**config.mk**
```make
export PLATFORM = sky130hd
export DESIGN_NAME = vram_arbiter
export DESIGN_NICKNAME = d
export VERILOG_FILES = /design/src/rtl/vram_pkg.sv /design/src/rtl/vram_rd_tag_pipe.sv /design/src/rtl/vram_arbiter.sv
export SDC_FILE = /design/constraint.sdc
export NUM_CORES = 1
export LEC_CHECK = 0
export ABC_AREA = 1
export ABC_CLOCK_PERIOD_IN_PS = 1700
export CAP_MARGIN = 20
export CORE_ASPECT_RATIO = 2
export CORE_MARGIN = 4
export CORE_UTILIZATION = 37
export DETAILED_ROUTE_END_ITERATION = 12
export GPL_TIMING_DRIVEN = 1
export PLACE_DENSITY = 0.81
export SLEW_MARGIN = 30
export SYNTH_ARGS = -nofsm -noshare
export SYNTH_HDL_FRONTEND = slang
export SYNTH_SLANG_ARGS = --single-unit
```
**constraint.sdc**
```tcl
create_clock -name clk_i -period 1.7 [get_ports clk_i]
set_clock_uncertainty 0.05 [all_clocks]
set_input_delay 0.34 -clock clk_i [delete_from_list [all_inputs] [get_ports clk_i]]
set_output_delay 0.34 -clock clk_i [all_outputs]
set_load 0.02 [all_outputs]
```
**src/rtl/vram_pkg.sv**
```systemverilog
// Shared types and default widths for the VRAM arbiter and the raster fetch logic.
package vram_pkg;
   localparam int VRAM_AW = 16;
   localparam int VRAM_DW = 16;

   typedef enum logic {
      OWN_DISP = 1'b0,
      OWN_CPU  = 1'b1
   } owner_e;

   typedef struct packed {
      logic   valid;
      owner_e owner;
   } tag_t;
endpackage

```
**src/rtl/vram_rd_tag_pipe.sv**
```systemverilog
// Shift register of read-ownership tags; the tail lines up with returning VRAM read data.
module vram_rd_tag_pipe
   import vram_pkg::*;
#(
   parameter int DEPTH = 3
) (
   input  logic i_clk,
   input  logic i_rst,
   input  tag_t i_tag,
   output tag_t o_tag
);

   tag_t [DEPTH-1:0] r_pipe;

   always_ff @(posedge i_clk) begin
      if (i_rst) begin
         r_pipe <= '0;
      end else begin
         r_pipe <= {r_pipe[DEPTH-2:0], i_tag};
      end
   end

   assign o_tag = r_pipe[DEPTH-1];

endmodule

```
**src/rtl/vram_arbiter.sv**
```systemverilog
// Single-port VRAM arbiter: display fetch has priority, CPU gets a forced slot after
// CPU_MAX_WAIT refusals. One access per cycle, read data routed back by owner tag.
module vram_arbiter
   import vram_pkg::*;
#(
   parameter int AW           = VRAM_AW,
   parameter int DW           = VRAM_DW,
   parameter int RD_LAT       = 2,
   parameter int CPU_MAX_WAIT = 8
) (
   input  logic          clk_i,
   input  logic          rst_i,
   input  logic          disp_req_i,
   input  logic [AW-1:0] disp_addr_i,
   output logic          disp_gnt_o,
   output logic          disp_rvalid_o,
   output logic [DW-1:0] disp_rdata_o,
   input  logic          cpu_req_i,
   input  logic          cpu_we_i,
   input  logic [AW-1:0] cpu_addr_i,
   input  logic [DW-1:0] cpu_wdata_i,
   output logic          cpu_gnt_o,
   output logic          cpu_rvalid_o,
   output logic [DW-1:0] cpu_rdata_o,
   output logic          mem_en_o,
   output logic          mem_we_o,
   output logic [AW-1:0] mem_addr_o,
   output logic [DW-1:0] mem_wdata_o,
   input  logic [DW-1:0] mem_rdata_i
);

   localparam int             WCW      = $clog2(CPU_MAX_WAIT + 1);
   localparam logic [WCW-1:0] MAX_WAIT = WCW'(CPU_MAX_WAIT);

   logic [WCW-1:0] r_wait_cnt;
   logic           r_mem_en;
   logic           r_mem_we;
   logic [AW-1:0]  r_mem_addr;
   logic [DW-1:0]  r_mem_wdata;
   logic           w_cpu_forced;
   logic           w_disp_gnt;
   logic           w_cpu_gnt;
   tag_t           w_tag_in;
   tag_t           w_tag_out;

   // Handshake: a transfer happens when req and gnt are high in the same cycle; the
   // requester holds address/data stable while req is high and not yet granted.
   assign w_cpu_forced = cpu_req_i && (r_wait_cnt == MAX_WAIT);
   assign w_disp_gnt   = !rst_i && disp_req_i && !w_cpu_forced;
   assign w_cpu_gnt    = !rst_i && cpu_req_i && (!disp_req_i || w_cpu_forced);

   assign disp_gnt_o = w_disp_gnt;
   assign cpu_gnt_o  = w_cpu_gnt;

   always_ff @(posedge clk_i) begin
      if (rst_i || !cpu_req_i || w_cpu_gnt) begin
         r_wait_cnt <= '0;
      end else if (r_wait_cnt != MAX_WAIT) begin
         r_wait_cnt <= r_wait_cnt + WCW'(1);
      end
   end

   // Address and write data hold when idle so the macro pins stay quiet.
   always_ff @(posedge clk_i) begin
      if (rst_i) begin
         r_mem_en    <= 1'b0;
         r_mem_we    <= 1'b0;
         r_mem_addr  <= '0;
         r_mem_wdata <= '0;
      end else begin
         r_mem_en <= w_disp_gnt || w_cpu_gnt;
         r_mem_we <= w_cpu_gnt && cpu_we_i;
         if (w_disp_gnt) begin
            r_mem_addr <= disp_addr_i;
         end else if (w_cpu_gnt) begin
            r_mem_addr  <= cpu_addr_i;
            r_mem_wdata <= cpu_wdata_i;
         end
      end
   end

   assign mem_en_o    = r_mem_en;
   assign mem_we_o    = r_mem_we;
   assign mem_addr_o  = r_mem_addr;
   assign mem_wdata_o = r_mem_wdata;

   assign w_tag_in.valid = w_disp_gnt || (w_cpu_gnt && !cpu_we_i);
   assign w_tag_in.owner = w_cpu_gnt ? OWN_CPU : OWN_DISP;

   vram_rd_tag_pipe #(
      .DEPTH (RD_LAT + 1)
   ) u_tag_pipe (
      .i_clk (clk_i),
      .i_rst (rst_i),
      .i_tag (w_tag_in),
      .o_tag (w_tag_out)
   );

   assign disp_rvalid_o = !rst_i && w_tag_out.valid && (w_tag_out.owner == OWN_DISP);
   assign cpu_rvalid_o  = !rst_i && w_tag_out.valid && (w_tag_out.owner == OWN_CPU);
   assign disp_rdata_o  = mem_rdata_i;
   assign cpu_rdata_o   = mem_rdata_i;

endmodule
```
======== Yosys cells after proc, flatten, opt, wreduce, memory -nomap -nowiden ========
Index checks and enable logic that the tools add are counted.
cells by class
  bitwise operators ....................... 2
  add/subtract/negate cells ............... 1
  multiplexer cells ....................... 3
  equality and inequality tests ........... 2
  reductions and logical operators ........ 22
operator list
  kind                 count
  $mux 16              2
  $logic_and 1x1->1    10
  $logic_not 1->1      5
  $logic_or 1x1->1     5
  $add 4x1->4 const B  1
  $eq 4x4->1 const B   1
  $ne 4x4->1 const B   1
  $not 1->1            2
  $reduce_and 2->1     1
  $reduce_bool 2->1    1
  $mux 1               1
storage, ports and cells
  bits of input ports ..................... 69
  bits in registers ....................... 44

======== Longest topological paths before layout ========
Gate-level depths: netlist (run 1).
  depth after elaboration ................. 6
  gate-level depth with buffers ........... 9
  mapped depth without buffers ............ 8

======== Cells and area by module ========
A second synthesis (run 1) with hierarchy kept.
unflattened totals
  cells, all modules ...................... 282
  area total of the unflattened synthesis .. 2150.8 µm²
modules (own cells, without submodules)
  module            cells each  area each (µm²)  times used
  vram_arbiter      262         1970.6           1
  vram_rd_tag_pipe  20          180.2            1

======== Worst setup path after synthesis (run 1) ========
OpenSTA, ideal clock, no wires.
  kind .................................... input port to output port
  start point ............................. input rst_i
  end point ............................... output cpu_rvalid_o
  buffers on the path ..................... 2
  cell stages on the path ................. 5
  arrival time ............................ 1.173 ns
  slack ................................... 0.137 ns
  required time ........................... 1.310 ns
  cells stage by stage .................... buf_2 -> inv_1 -> buf_2 -> nand2_1 -> nor2_1
on the way
  longest elaborated chain between the ends .. 3
ends and longest elaborated chain
  what                             line                 source
  from (decl)                      vram_arbiter.sv:12   input logic rst_i,
  $logic_not 1->1                  vram_arbiter.sv:100  assign cpu_rvalid_o = !rst_i && w_tag_out.valid && (w_tag_out.owner == OWN_CPU);
  $logic_and 1x1->1 (2 in series)  vram_arbiter.sv:100
  to (decl)                        vram_arbiter.sv:23   output logic cpu_rvalid_o,
Every way passes these cells.

======== Worst setup path after layout (run 1) ========
  start point ............................. register r_wait_cnt[1]
  end point ............................... output disp_gnt_o
on the way
  longest elaborated chain between the ends .. 4
ends and longest elaborated chain
  what                    line                source
  from (decl)             vram_arbiter.sv:35  logic [WCW-1:0] r_wait_cnt;
  from (signal assigned)  vram_arbiter.sv:59  r_wait_cnt <= r_wait_cnt + WCW'(1);
  $eq 4x4->1              vram_arbiter.sv:48  assign w_cpu_forced = cpu_req_i && (r_wait_cnt == MAX_WAIT);
  $logic_and 1x1->1       vram_arbiter.sv:48
  $logic_not 1->1         vram_arbiter.sv:49  assign w_disp_gnt = !rst_i && disp_req_i && !w_cpu_forced;
  $logic_and 1x1->1       vram_arbiter.sv:49
  to (decl)               vram_arbiter.sv:15  output logic disp_gnt_o,
Every way passes these cells.

==> results of run 1 <==
-- synthesized netlist by cell type --
cell type  instances
nand2_1           67
dfxtp_1           44
buf_4             33
inv_1             29
nand3_1           27
nand3b_1          15
nand4_1           15
nor2_1            12
nand3_2            8
buf_2              6
buf_6              3
inv_2              3
o21ai_0            3
clkbuf_1           2
ha_1               2
nand2_2            2
a21oi_1            1
a21oi_4            1
buf_1              1
nand4_4            1
nor2_2             1
nor2_4             1
xnor2_1            1
xor2_1             1
-- path summary, 6_finish.rpt --
path / from / to / slack (ns) / cells after the start
setup / recovery: r_wait_cnt[1] / disp_gnt_o / 0.04 / 7
hold / removal: u_tag_pipe.r_pipe[1] / u_tag_pipe.r_pipe[3] / 0.36 / 2
setup reg to reg: r_wait_cnt[1] / mem_addr_o[6] / 0.29 / 9
hold reg to reg: u_tag_pipe.r_pipe[1] / u_tag_pipe.r_pipe[3] / 0.36 / 2
-- area by class of cell --
| class | instances | area [um2] | share of cell area, % |
|---|---|---|---|
| inverter | 32 | 123 | 3.83 |
| clock buffer | 6 | 139 | 4.34 |
| sequential | 44 | 883 | 27.6 |
| multi-input combinational | 158 | 873 | 27.3 |
| tap | 61 | 76.3 | 2.39 |
| clock inverter | 2 | 38.8 | 1.21 |
| timing repair buffer | 108 | 1070 | 33.3 |
-- routing by layer --
metal,track usage (%),routed length (um),up-vias
li1,-,-,991
met3,3.37,315,21
met2,30.8,3200,56
met5,0,0,-
met4,8.97,214,0
met1,14.9,1960,905
-- timing repair --
| action | 4_1_cts | 5_1_grt |
|---|---|---|
| gates resized for setup | 30 | 5 |
| hold endpoints to repair | 0 | 0 |
| setup endpoints to repair | 4 | 3 |
| buffers inserted | 0 | 2 |
| pin swaps | 1 | 2 |
-- report_power, final --
group          leakage, uW  total (uW)  switching, uW  internal, uW
registers         0.000363        1120           31.1          1090
logic              0.00102         503            233           270
clock network    0.0000871        1110            380           735
total              0.00147        2740            644          2100
-- cells in the final DEF (no fill, tap or decap), types with 2 or more instances in the layout --
cell type and n:
inv_1 26, nand4_1 15, o21ai_0 3, nand3_2 8, dfxtp_2 2, clkbuf_16 5
clkdlybuf4s15_2 2, clkdlybuf4s50_1 83, buf_12 2, buf_4 16, nand2_1 66, nand3_1 27
nand3b_1 15, buf_6 2, nand2_4 2, dlygate4sd2_1 2, inv_2 5, dfxtp_1 42
nor2_1 12
-- critical path, stage by stage, from the launching register on --
cell	delay, ns
dfxtp_2	0.32
inv_2	0.07
ha_4	0.15
nand4_4	0.09
buf_12	0.15
nand2_4	0.06
inv_4	0.04
buf_6	0.12
-- cell families (layout without fill, tap and decap cells) --
kind of cell | after synthesis | after routing | synth area share, %
buffers and inverters | 77 | 148 | 20.4
xor gates and xnor gates | 2 | 2 | 0.807
AOI/OAI and AO/OA | 5 | 5 | 1.67
and+or+nand+nor | 149 | 149 | 35.4
DFF | 44 | 44 | 40.6
adders and majority gates | 2 | 2 | 1.15
-- through the flow --
stage	instance area (um2)	worst slack (ns)	hold slack, ns	util [%]
6_report	3200	0.0351	0.359	56.0
5_1_grt	3200	-0.0276	0.376	56.0
4_1_cts	3170	-0.0140	0.362	55.4
3_5_place_dp	2960	-0.695	0.351	51.8
3_3_place_gp	2960	-0.626	0.341	51.8
2_1_floorplan	2170	0.137	0.338	-
-- state kept, by name, summed over array words and instances, names as in the netlist --
signal and flops:
mem_we_o 1, r_wait_cnt 4, mem_addr_o 16, u_tag_pipe.r_pipe 4, mem_en_o 1, mem_wdata_o 16, u_tag_pipe.o_tag 2
==> results.yml, run 1 <==
pwr:
  ir_worst_vdd_v: 0.000814
  leakagePower_uw: 0.00147
  power_uw: 2740
  p_per_area_nw_per_um2: 857
drt:
  vias: 1973
  drc_errors: 0
  avgRoutedWirePerCell_um: 13.8
  avgViaCountPerCell: 4.80
  ant_nets: 0
  drt-total-wl_um: 5690
  initialDrtViolationCount: 82
  drt-pass1-iter-count: 5
cts:
  hold_buffers: 0
  clock-root-buffer: "clkbuf_16"
  cts.clk_slew.worst_paths_ns: 0.06
  htreeDepth: 2
  clockBufferDepth: 2
  cts_tree: "done"
  clock_latency_ns: 0.28
  cts_made_buffers: 5
  cts_sinks: 44
global_routing:
  grt_pass1_vias: 2057
  grt_overflow: 0
  grt_pass1_wl_um: 9320
  grt_max_degree: 33
  track_usage_pct: 15.8
  antenna_found_initial: 0
final_layout:
  fin_cells: 411
  drive_gt1_share_pct: 15.4
  final_nets: 420
  syn_to_final_growth_pct: 47.3
  diodes: 0
  nFillCells: 526
run:
  drv_cap: 0
critical_path:
  critPathRequiredTime_ns: 1.31
  end_kind: "primary output"
  criticalPathCategory: "reg2out"
  cp_max_fo: 2
  start_kind: "register"
  cp.arrival_ns: 1.27
logic_synthesis:
  synthTopCellsByArea: "dfxtp_1, nand2_1, buf_4, nand3_1, nand3b_1"
  synth_cell_type_count: 24
  synth_nets: 350
  syn_area_um2: 2170
  yosysTopAreaCellShare_pct: 40.6
  synth_top_cell_by_area: "dfxtp_1"
  avgSynthCellArea_um2: 7.79
  seq_area_frac_synth_pct: 40.6
  yosysWarnings: 0
  synth-seq-cells: 44
  netlist_instances: 279
placed_design:
  placed_cells: 401
  dp_hpwl_um: 4300
  gp_congestion: 0.756
  portBuffers: 90
floorplanning:
  start_util_pct: 38.0
  core_um2: 5710
  die_w_um: 62.2
  die_area_um2: 7230
  ios: 139
  fp.dieH_um: 116
  rows: 39
timing:
  fin_crit_sh_pct: 97.9
  fin_setup_tns_ns: 0
  rsz0062_at_grt: "true"
  worstMarginPinSlew_ns: 0.402
  period_minus_slack_ns: 1.66
  fmax_mhz: 601
  maxSlewViolCount: 0
  maxSlewHeadroom_pct: 73.2
  hold_viol: 0
  setup_viol: 0
worst_hold_path:
  hold_path.class: "reg2reg"
run_status:
  status: "finished clean"
Power figures use the tool's default switching activity.
==> run 2: changes to the inputs <==
--- a/config.mk
+++ b/config.mk
@@ -14,6 +14,7 @@
 export DETAILED_ROUTE_END_ITERATION = 12
 export GPL_TIMING_DRIVEN = 1
 export PLACE_DENSITY = 0.81
+export REMOVE_ABC_BUFFERS = 1
 export SLEW_MARGIN = 30
 export SYNTH_ARGS = -nofsm -noshare
 export SYNTH_HDL_FRONTEND = slang
==> run 2 against run 1 <==
- routed wire length up 6.3%
- die area did not move
- clock power shrank 14%
- count of clock-buffer cells in the layout rose by 2
- fmax up 0.44%
- hold slack lost 0.0091 ns
- critical endpoint unchanged
==> results.yml, run 2 (synthesized netlist as in run 1, its figures left out) <==
run_status:
  status: "finished clean"
cts:
  htreeDepth: 2
  cts.clk_slew.worst_paths_ns: 0.06
  hold_buffers: 0
  cts_tree: "done"
  clock-root-buffer: "clkbuf_16"
  clock_latency_ns: 0.27
  cts_sinks: 44
  clockBufferDepth: 2
  cts_made_buffers: 5
global_routing:
  antenna_found_initial: 0
  grt_pass1_wl_um: 9960
  grt_use_met3_pct: 8.28
  grt.busiest_layer: "met2"
  track_usage_pct: 16.8
  use_met2_pct: 30.2
  met1_usage_pct: 17.0
  grt_max_degree: 33
  grt_overflow: 0
  grt_pass1_vias: 2071
final_layout:
  drive_gt1_share_pct: 14.9
  post-route-util_pct: 55.0
  diodes: 0
  most-common-layout-cells: "clkdlybuf4s50_1, nand2_1, dfxtp_1, nand3_1, inv_1"
  final_nets: 420
  multi_input_area_um2: 863
  nFillCells: 535
  fin_area_um2: 3140
  regArea_um2: 883
  syn_to_final_growth_pct: 44.6
  final_common_cell: "clkdlybuf4s50_1"
critical_path:
  end_kind: "primary output"
  r2r_cells: 9
  critPathRequiredTime_ns: 1.31
  worstSetupEndpoint: "disp_gnt_o"
  rrSetupSlack_ns: 0.29
  cp_max_fo: 2
  cp.arrival_ns: 1.27
  crit_path_start: "disp_req_i"
  r2r_start: "r_wait_cnt[0]"
  reg2reg_to: "mem_addr_o[9]"
  criticalPathCategory: "in2out"
  start_kind: "input port"
pwr:
  leakagePower_uw: 0.00142
  p_per_area_nw_per_um2: 819
  p_int_uw: 1950
  seqPwrFrac_pct: 43.7
  power_switching_uw: 625
  swShare_pct: 24.3
  p_comb_share_pct: 19.4
  power_uw: 2570
  p_clk_share_pct: 36.9
  ir_worst_vdd_v: 0.000804
timing:
  fmax_mhz: 603
  worstMarginPinSlew_ns: 0.404
  period_minus_slack_ns: 1.66
  fin_crit_sh_pct: 97.5
  maxSlewHeadroom_pct: 73.1
  hold_viol: 0
  setup_viol: 0
  hold_ws_ns: 0.350
  maxSlewViolCount: 0
floorplanning:
  ios: 139
  rows: 39
  core_um2: 5710
  start_util_pct: 38.0
  fp.dieH_um: 116
  die_w_um: 62.2
  die_area_um2: 7230
worst_hold_path:
  hold_path.class: "reg2reg"
drt:
  vias: 1991
  avgRoutedWirePerCell_um: 14.7
  ant_nets: 0
  avgViaCountPerCell: 4.84
  drc_errors: 0
  initialDrtViolationCount: 73
  drt-pass1-iter-count: 6
  drt-total-wl_um: 6050
placed_design:
  place_area_um2: 2970
  portBuffers: 90
  gp_congestion: 0.762
  dp_hpwl_um: 4570
run:
  drv_cap: 0
## run 2: worst max-delay path: stages
cell and delay [ns]:
clkdlybuf4s50_1 0.52, inv_2 0.07, nor2_4 0.09, nand2_2 0.07
inv_2 0.07, buf_6 0.11
## run 2: cell type report
class / instances / area share (%)
flip-flops and latches: 44 / 28.1
inverters: 32 / 3.82
repair buffers: 108 / 33.5
multi-input cells: 158 / 27.5
well taps: 61 / 2.43
clock buffers: 8 / 4.66
## run 2: what timing repair did
item / 4_1_cts / 5_1_grt
pin swaps: 1 / 2
cloned: 0 / 0
setup endpoints to repair: 4 / 2
resized for setup: 25 / 3
setup buffers: 0 / 1
## run 2: metrics by stage
step / setup WS (ns) / cells / TNS [ns]
final: 0.0425 / 411 / 0
after global routing: -0.00986 / 411 / -0.0111
after CTS: -0.00220 / 410 / -0.00220
after detailed placement: -0.568 / 402 / -5.66
after global placement: -0.548 / 402 / -4.64
after floorplan: -0.127 / 234 / -0.260
## run 2: worst min-delay path by stage
stage                         start                    to  slack (ns)  cells past startpoint
5_1_grt        u_tag_pipe.r_pipe[1]  u_tag_pipe.r_pipe[3]        0.38                      2
2_1_floorplan  u_tag_pipe.r_pipe[2]   u_tag_pipe.o_tag[0]        0.34                      2
3_5_place_dp   u_tag_pipe.r_pipe[0]  u_tag_pipe.r_pipe[2]        0.35                      2
4_1_cts        u_tag_pipe.r_pipe[0]  u_tag_pipe.r_pipe[2]        0.35                      2
6_report       u_tag_pipe.r_pipe[0]  u_tag_pipe.r_pipe[2]        0.35                      2
3_3_place_gp   u_tag_pipe.r_pipe[3]   u_tag_pipe.o_tag[1]        0.34                      2
## run 2: power groups by stage
| stage | clock network [uW] | logic [uW] | registers [uW] |
|---|---|---|---|
| finish | 950 | 500 | 1120 |
| detailed placement | 0 | 501 | 1140 |
| CTS | 984 | 504 | 1120 |
| floorplan | 0 | 133 | 1210 |
| global route | 1020 | 542 | 1130 |
| global placement | 0 | 494 | 1140 |
## run 2: metal layers
layer | part of all wire (%) | routed length, um
met5 | 0 | 0
met4 | 1.2 | 72
met3 | 11 | 668
met2 | 51 | 3080
met1 | 37 | 2220
==> run 3: changes to the inputs <==
--- a/config.mk
+++ b/config.mk
@@ -7,9 +7,7 @@
 export LEC_CHECK = 0
 export ABC_AREA = 1
 export ABC_CLOCK_PERIOD_IN_PS = 1700
-export CAP_MARGIN = 20
 export CORE_ASPECT_RATIO = 2
-export CORE_MARGIN = 4
 export CORE_UTILIZATION = 37
 export DETAILED_ROUTE_END_ITERATION = 12
 export GPL_TIMING_DRIVEN = 1
==> run 3 against run 2 <==
- die area fell by 14%
- combinational power barely moved
- critical endpoint unchanged
- flip-flop and latch count did not move
- count of clock-buffer cells in the layout fell by 3
- cell count rose by 0.49%
- clock power rose by 14%
- worst setup slack got worse by 0.018 ns
- highest routed layer unchanged
- first-iteration DRC count fell by 9.6%
==> results.yml, run 3 (synthesized netlist as in run 1, its figures left out) <==
run_status:
  status: "finished clean"
timing:
  worstMarginPinSlew_ns: 0.408
  setup_ws_ns: 0.0250
  fmax_mhz: 597
  period_minus_slack_ns: 1.68
  fin_crit_sh_pct: 98.5
  setup_viol: 0
  hold_viol: 0
  hold_ws_ns: 0.354
  maxSlewHeadroom_pct: 72.8
  maxSlewViolCount: 0
cts:
  cts_made_buffers: 5
  clockBufferDepth: 2
  cts_sinks: 44
  htreeDepth: 2
  clock-root-buffer: "clkbuf_16"
  clock_latency_ns: 0.28
  cts.clk_slew.worst_paths_ns: 0.06
  cts_tree: "done"
critical_path:
  critPathRequiredTime_ns: 1.31
  criticalPathCategory: "in2out"
  rrSetupSlack_ns: 0.26
  start_kind: "input port"
  cp_max_fo: 2
  end_kind: "primary output"
  cp.arrival_ns: 1.29
  r2r_cells: 8
final_layout:
  nFillCells: 522
  final_common_cell: "clkdlybuf4s50_1"
  most-common-layout-cells: "clkdlybuf4s50_1, nand2_1, dfxtp_1, nand3_1, inv_1"
  drive_gt1_share_pct: 15.3
  final_nets: 422
  syn_to_final_growth_pct: 46.3
  diodes: 0
pwr:
  ir_worst_vdd_v: 0.000808
  p_per_area_nw_per_um2: 852
  power_uw: 2710
  leakagePower_uw: 0.00145
global_routing:
  grt_pass1_wl_um: 9470
  antenna_found_initial: 0
  track_usage_pct: 19.8
  grt_overflow: 0
  grt_pass1_vias: 2043
  grt_max_degree: 33
floorplanning:
  die_w_um: 56.2
  ios: 139
  fp.dieH_um: 110
  die_area_um2: 6200
  core_um2: 5660
  start_util_pct: 38.4
  rows: 39
drt:
  ant_nets: 0
  avgRoutedWirePerCell_um: 14.7
  vias: 2047
  drt-total-wl_um: 6080
  avgViaCountPerCell: 4.96
  drt-pass1-iter-count: 4
  initialDrtViolationCount: 66
  drc_errors: 0
worst_hold_path:
  whs_path_depth: 2
  hold_path.class: "reg2reg"
placed_design:
  dp_worst_setup_slack_ns: -0.531
  dp_hpwl_um: 4540
  gp_congestion: 0.771
  portBuffers: 90
run:
  drv_cap: 0
==> run 3: cell types whose count changed in the layout (fill, tap and decap cells not counted) <==
cell	change
dlygate4sd2_1	+1
nand2_4	+1
clkinvlp_4	+1
clkdlybuf4s15_1	+1
nand2_2	-1
bufinv_16	+1
buf_4	+2
clkinv_2	+1
clkbuf_1	-2
clkbuf_8	-1
clkdlybuf4s15_2	-2
==> run 3: cell type report <==
| type | count | area, um2 | share of cell area [%] |
|---|---|---|---|
| sequential | 44 | 883 | 27.8 |
| timing repair buffer | 110 | 1060 | 33.4 |
| multi-input combinational | 158 | 868 | 27.3 |
| tap | 61 | 76.3 | 2.40 |
| clock inverter | 3 | 42.5 | 1.34 |
| inverter | 32 | 120 | 3.78 |
| clock buffer | 5 | 125 | 3.94 |
==> run 3: worst max-delay path, stage by stage <==
cell	delay, ns
clkdlybuf4s50_1	0.53
inv_2	0.07
nor2_4	0.11
nand2_4	0.06
inv_2	0.06
buf_6	0.11
==> run 3: stage by stage <==
stage / cells / setup TNS, ns / cell area, um2 / utilization, %
floorplan: 234 / -0.260 / 1850 / -
global placement: 403 / -3.37 / 2970 / 52.5
detailed placement: 403 / -4.27 / 2970 / 52.5
CTS: 411 / 0 / 3150 / 55.6
global route: 413 / -0.0516 / 3180 / 56.1
finish: 413 / 0 / 3180 / 56.1
==> run 3: final timing paths <==
kind,startpoint,to
max,disp_req_i,disp_gnt_o
min,u_tag_pipe.r_pipe[0],u_tag_pipe.r_pipe[2]
min reg2reg,u_tag_pipe.r_pipe[0],u_tag_pipe.r_pipe[2]
max reg2reg,r_wait_cnt[1],mem_addr_o[0]
==> run 3: layer usage <==
layer	up-vias	GRT usage [%]	part of all wire, %
met5	-	3.57	0
met4	0	6.79	1.9
met3	12	10.4	11
met2	115	35.1	51
met1	924	19.4	36
li1	996	-	-
==> run 3: timing repair <==
item / 4_1_cts / 5_1_grt
pin swaps: 1 / 2
setup buffers: 0 / 2
hold buffers: 0 / 0
setup endpoints to repair: 4 / 2
resized for setup: 22 / 4
==> run 3: power breakdown <==
part	switching, uW	internal [uW]	leakage [uW]
Combinational	232	270	0.00101
Clock	391	690	0.0000798
Sequential	32.3	1090	0.000363
